### src/rtl/fifo_rd_stream.sv
// Read-side adapter for fifo_sync: turns the one-cycle-latency rd_en/dout port
// into a first-word-fall-through valid/ready stream through a 3-entry ring buffer.
module fifo_rd_stream #(
  parameter int DATA_WIDTH = 8
) (
  input  logic                  clk,
  input  logic                  rst,
  input  logic                  fifo_empty,
  output logic                  fifo_rd_en,
  input  logic [DATA_WIDTH-1:0] fifo_dout,
  output logic [DATA_WIDTH-1:0] m_data,
  output logic                  m_valid,
  input  logic                  m_ready,
  output logic [1:0]            occupancy
);

  logic [DATA_WIDTH-1:0] buf_q [3];
  logic [1:0]            wr_ptr_q, wr_ptr_d;
  logic [1:0]            rd_ptr_q, rd_ptr_d;
  logic [1:0]            count_q, count_d;
  logic                  inflight_q;
  logic                  pop;
  logic [2:0]            committed;

  function automatic logic [1:0] ptr_inc(input logic [1:0] p);
    return (p == 2'd2) ? 2'd0 : p + 2'd1;
  endfunction

  // A read is issued only if the word it returns is guaranteed a free slot,
  // counting the word already in flight; m_ready is deliberately excluded.
  always_comb begin
    committed  = {1'b0, count_q} + {2'b00, inflight_q};
    fifo_rd_en = !rst && !fifo_empty && (committed <= 3'd2);
  end

  always_comb begin
    pop      = m_valid && m_ready;
    wr_ptr_d = inflight_q ? ptr_inc(wr_ptr_q) : wr_ptr_q;
    rd_ptr_d = pop ? ptr_inc(rd_ptr_q) : rd_ptr_q;
    count_d  = count_q;
    case ({inflight_q, pop})
      2'b10:   count_d = count_q + 2'd1;
      2'b01:   count_d = count_q - 2'd1;
      default: count_d = count_q;
    endcase
  end

  always_ff @(posedge clk or posedge rst) begin
    if (rst) begin
      for (int unsigned i = 0; i < 3; i++) buf_q[i] <= '0;
      wr_ptr_q   <= '0;
      rd_ptr_q   <= '0;
      count_q    <= '0;
      inflight_q <= 1'b0;
    end else begin
      for (int unsigned i = 0; i < 3; i++) begin
        if (inflight_q && (wr_ptr_q == 2'(i))) buf_q[i] <= fifo_dout;
      end
      wr_ptr_q   <= wr_ptr_d;
      rd_ptr_q   <= rd_ptr_d;
      count_q    <= count_d;
      inflight_q <= fifo_rd_en;
    end
  end

  always_comb begin
    m_valid   = (count_q != 2'd0);
    occupancy = count_q;
    case (rd_ptr_q)
      2'd1:    m_data = buf_q[1];
      2'd2:    m_data = buf_q[2];
      default: m_data = buf_q[0];
    endcase
  end

endmodule

### config.mk
export PLATFORM = sky130hd
export DESIGN_NAME = fifo_rd_stream
export DESIGN_NICKNAME = d
export VERILOG_FILES = /design/src/rtl/fifo_rd_stream.sv
export SDC_FILE = /design/constraint.sdc
export NUM_CORES = 1
export LEC_CHECK = 0
export BUFFER_PORTS_ARGS = -buffer_cell sky130_fd_sc_hd__buf_2
export CORE_UTILIZATION = 52
export CTS_BUF_LIST = sky130_fd_sc_hd__clkbuf_2
export CTS_CLUSTER_DIAMETER = 120
export CTS_CLUSTER_SIZE = 16
export DETAILED_ROUTE_END_ITERATION = 16
export PLACE_DENSITY = 0.82
export REMOVE_ABC_BUFFERS = 1
export SLEW_MARGIN = 15
export SYNTH_ARGS = -nofsm -noshare
export SYNTH_HDL_FRONTEND = slang
export SYNTH_SLANG_ARGS = --single-unit
### constraint.sdc
create_clock -name clk -period 1.48 [get_ports clk]
set_input_delay 0.296 -clock clk [delete_from_list [all_inputs] [get_ports clk]]
set_output_delay 0.296 -clock clk [all_outputs]
set_load 0.01 [all_outputs]
==> results.txt <==
The number of I/O port buffers is 23, and the share of the clock period used by the worst path is 134%. The number of H-tree branching levels is 2, and the count of state elements after synthesis is 31. Max-cap violations in this run came to 0. Capture instance of the worst register-to-register path: buf_q[0]. The antenna violation net count after detailed routing was 0. The total buffers and inverters traversed by the critical path was 2; the slew at the pin closest to its max-slew limit was 401 ps. Cell internal power was estimated by the tool at 0.00305 W. Data on the critical path is required at its endpoint by 1180 ps. Dividing total power by cell area gives a power density of 2390 nW/um^2. In this design, the largest share of critical-path delay is due to adder cells. Dividing the synthesized area by the synthesized cell count gives 12.7 sq um.

Once placement finished, the instance area stood at 1740 sq um. In this run the deepest clock path goes through 2 buffers. Overall track demand over capacity in global routing: 25.3%. The analysis attributes to cell leakage a power of 0.979 nW.

Type of destination of the critical path: an output pin. The run gives 31 as the number of clock sinks. For the upper clock frequency limit, the log shows 505 MHz.

The die is 55.3 microns wide. TritonCTS built the clock tree. Per report_power, the sequential group accounts for 32.1% of the total.

After global routing the overflow that remains totals 0. After floorplanning, the core was sized to cover 2590 sq um. Measured in cells, the most critical reg-to-reg path has a length of 7. Including well taps, the total number of placed cells is 182. Setup repair after global routing could not meet its margin everywhere. The worst hold path passes through 2 cells.

Root cell of the clock tree: sky130_fd_sc_hd__clkbuf_2. The initial utilization of the core area, before any placement, comes to 57.1%. Summing over every cut layer, the via total after detailed routing is 1102. The number of CTS-inserted buffers is 5, and the distinct cell type count after synthesis is 20. Switching portion of total power: 39.5%.

The startpoint identified for the worst hold timing path is fifo_empty. Detailed placement finished with a half-perimeter wire length of 2090 microns. The class of the worst hold path is in -> reg. Entering global routing, the biggest net connects 32 pins. For this block, the routed nets add up to 3700 microns of wire.

The area enclosed by the die boundary was 3060 sq um. The first global-routing pass estimated 5740 microns of wire. The run finished, with violations left. The worst hold path terminates at inflight_q. Setup slack on the worst reg-to-reg path comes out at -160 ps. Number of placement rows: 18.

In the routed design, unresolved DRC markers number 0. In the final routed layout, each cell accounts on average for 18.5 microns. The final critical delay including setup and external delays was 1980 ps; the number of iterations in the first detailed-routing pass was 4. For this design, the slowest cell found on the critical path is sky130_fd_sc_hd__dfrtp_1.

The top cell type's share of synthesized area works out to 52.5%. The tools report the startpoint kind of the worst setup timing path as a flip-flop. For the worst-skew pair, the clock arrives at the later sink with an insertion delay of 380 ps. The worst setup path is of the reg -> out kind.

The combined area of all synthesized cells came out at 1480 sq um. The number of hold-slack violations in the final timing report is 0. Routability-driven placement finished with a final weighted congestion of 0.709. Final hold analysis gives a worst-case slack of 62.2 ps.

Using the TritonRoute via totals, the vias-per-cell ratio works out to 5.51. The share of total power dissipated in the clock network is 8.3%. The vertical die dimension works out to 55.3 microns. In the post-synthesis netlist, the biggest area contributors are sky130_fd_sc_hd__dfrtp_1 (52%), sky130_fd_sc_hd__mux2_2 (14%), sky130_fd_sc_hd__mux2_4 (8.1%), sky130_fd_sc_hd__ha_1 (6.8%), sky130_fd_sc_hd__a22oi_1 (4.1%).

The post-synthesis to final-layout area growth was 42.4%; the maximum resistive drop on vdd was 0.00197 V. The final reports fail on negative setup slack. The maximum cell stage delay along the critical path came out at 400 ps.

Combinational logic is responsible for 59.7% of the overall power. Cell type contributing the most total cell area after synthesis: sky130_fd_sc_hd__dfrtp_1. Count of warnings emitted by yosys: 0. The switching power is 0.00199 W, and the number of global-route vias before repair is 1251. For the endpoint arrival time on the critical path, the log shows 1690 ps. The number of slew-limit violations in the final report was 0; the post-layout net count was 189. The fraction of layout cells with a size suffix above 1 is 68.2%, and the top fanout value on the critical path is 2. The run gives 0 as the initial antenna violation count. The final worst-path setup slack is -502 ps, and the clock slew seen by the registers of the worst setup and hold paths is 160 ps. The tools report the launching point of the worst reg2reg path as inflight_q. For the number of DRC violations after detailed-routing iteration 0, the log shows 59. The count of inserted antenna diode cells came out at 0. Walking the worst path, the cells encountered are ha_2 -> inv_2 -> ha_4 -> a21oi_2 -> nor3_2 -> buf_2.

The relative slew slack came out at 73.3%. The count of pins on the block boundary was 24; the final setup violation count was 22. Cell count after synthesis: 116.

The share of synthesized area occupied by flip-flops and latches came out at 52.5%. The cell area after layout came out at 2110 sq um. For the final database, setup skew stands at 10.9 ps. Once layout is complete, the cells apart from fillers number 200.
==> sequential cells by signal, indices dropped and copies added (netlist names) <==
register	count
buf_q	24
inflight_q	1
occupancy	2
rd_ptr_q	2
wr_ptr_q	2
==> metrics by stage <==
step	setup TNS, ps	power [W]	utilization, %	worst slack (ps)
finish	-5490	0.00503	81.3	-502
global route	-7050	0.00536	81.3	-613
floorplan	-308	0.00285	-	-100
detailed placement	-687	0.00373	67.2	-168
global placement	-92.3	0.00361	67.2	-75.1
CTS	-5060	0.00465	76.9	-508
==> final cells by class <==
type	instances	area, sq um
multi-input cells	72	820
fillers	138	484
well taps	30	37.5
inverters	8	37.5
flip-flops and latches	31	777
clock inverters	2	7.51
repair buffers	51	397
clock buffers	6	30.0
==> worst max path at each step <==
stage                       startpoint          to  depth (start not counted)
final                       inflight_q  fifo_rd_en                          6
after global routing       rd_ptr_q[1]   m_data[0]                          6
after CTS                   inflight_q  fifo_rd_en                          6
after detailed placement  occupancy[0]  fifo_rd_en                          6
after global placement    occupancy[0]  fifo_rd_en                          6
after floorplan           occupancy[0]  fifo_rd_en                          5
==> metal layers <==
layer / track usage (%) / routed length [microns] / vias to the layer above
met3: 7.73 / 146 / 11
met4: 16.4 / 69 / 0
met1: 27.0 / 1510 / 550
met5: 0 / 0 / -
met2: 43.0 / 1970 / 28
li1: - / - / 513
==> Yosys cell counts <==
library cell	n
sky130_fd_sc_hd__mux2_4	8
sky130_fd_sc_hd__or3_1	1
sky130_fd_sc_hd__a21oi_1	9
sky130_fd_sc_hd__dfrtp_1	31
sky130_fd_sc_hd__nor3_4	1
sky130_fd_sc_hd__buf_6	1
sky130_fd_sc_hd__or2_2	1
sky130_fd_sc_hd__a21o_1	1
sky130_fd_sc_hd__nand2_1	1
sky130_fd_sc_hd__nor2_1	10
sky130_fd_sc_hd__inv_2	1
sky130_fd_sc_hd__clkbuf_1	4
sky130_fd_sc_hd__nand3_1	1
sky130_fd_sc_hd__o21ai_0	1
sky130_fd_sc_hd__mux2_2	18
sky130_fd_sc_hd__xnor2_1	3
sky130_fd_sc_hd__nor3_1	1
sky130_fd_sc_hd__ha_1	8
sky130_fd_sc_hd__inv_1	7
sky130_fd_sc_hd__a22oi_1	8
==> worst register-to-register path, delay by kind of cell, from the launching register on <==
family | cells | cell delay, ps
buffers and inverters | 5 | 500
and+or+nand+nor | 1 | 340
muxes | 1 | 300
DFF | 1 | 400
==> cell usage in the layout (no fill, tap or decap), types with 3 or more instances in the layout <==
cell / Yosys / layout
sky130_fd_sc_hd__dfrtp_1: 31 / 30
sky130_fd_sc_hd__buf_2: 0 / 21
sky130_fd_sc_hd__mux2_2: 18 / 17
sky130_fd_sc_hd__buf_6: 1 / 17
sky130_fd_sc_hd__buf_4: 0 / 12
sky130_fd_sc_hd__mux2_4: 8 / 9
sky130_fd_sc_hd__a22oi_2: 0 / 6
sky130_fd_sc_hd__a21oi_1: 9 / 6
sky130_fd_sc_hd__ha_4: 0 / 6
sky130_fd_sc_hd__clkbuf_2: 0 / 6
sky130_fd_sc_hd__nor2_1: 10 / 5
sky130_fd_sc_hd__nor2_2: 0 / 4
sky130_fd_sc_hd__inv_1: 7 / 3
sky130_fd_sc_hd__inv_2: 1 / 3
sky130_fd_sc_hd__a21oi_2: 0 / 3
==> cells by family after synthesis <==
| kind of cell | after synthesis | share of synthesized area (%) |
|---|---|---|
| buf+inv | 13 | 3.81 |
| flops | 31 | 52.5 |
| compound gates | 19 | 7.95 |
| fa+ha+maj | 8 | 6.77 |
| simple gates | 16 | 5.41 |
| mux | 26 | 21.8 |
| xor+xnor | 3 | 1.78 |
==> power by group through the flow <==
stage / Clock (W) / Combinational [W] / Sequential, W
global placement: 0 / 0.00208 / 0.00152
floorplan: 0 / 0.00135 / 0.00150
global route: 0.000465 / 0.00323 / 0.00166
finish: 0.000417 / 0.00300 / 0.00161
CTS: 0.000417 / 0.00265 / 0.00158
detailed placement: 0 / 0.00218 / 0.00155
==> timing repair <==
item                                    CTS  global route
pin swaps                                14            12
setup buffers                             4             6
resized for setup                        38            23
gates cloned                              0             1
hold buffers                              1             0
hold endpoints to repair                 24             0
endpoints found under the setup margin   19            38
Power figures use the tool's default switching activity.
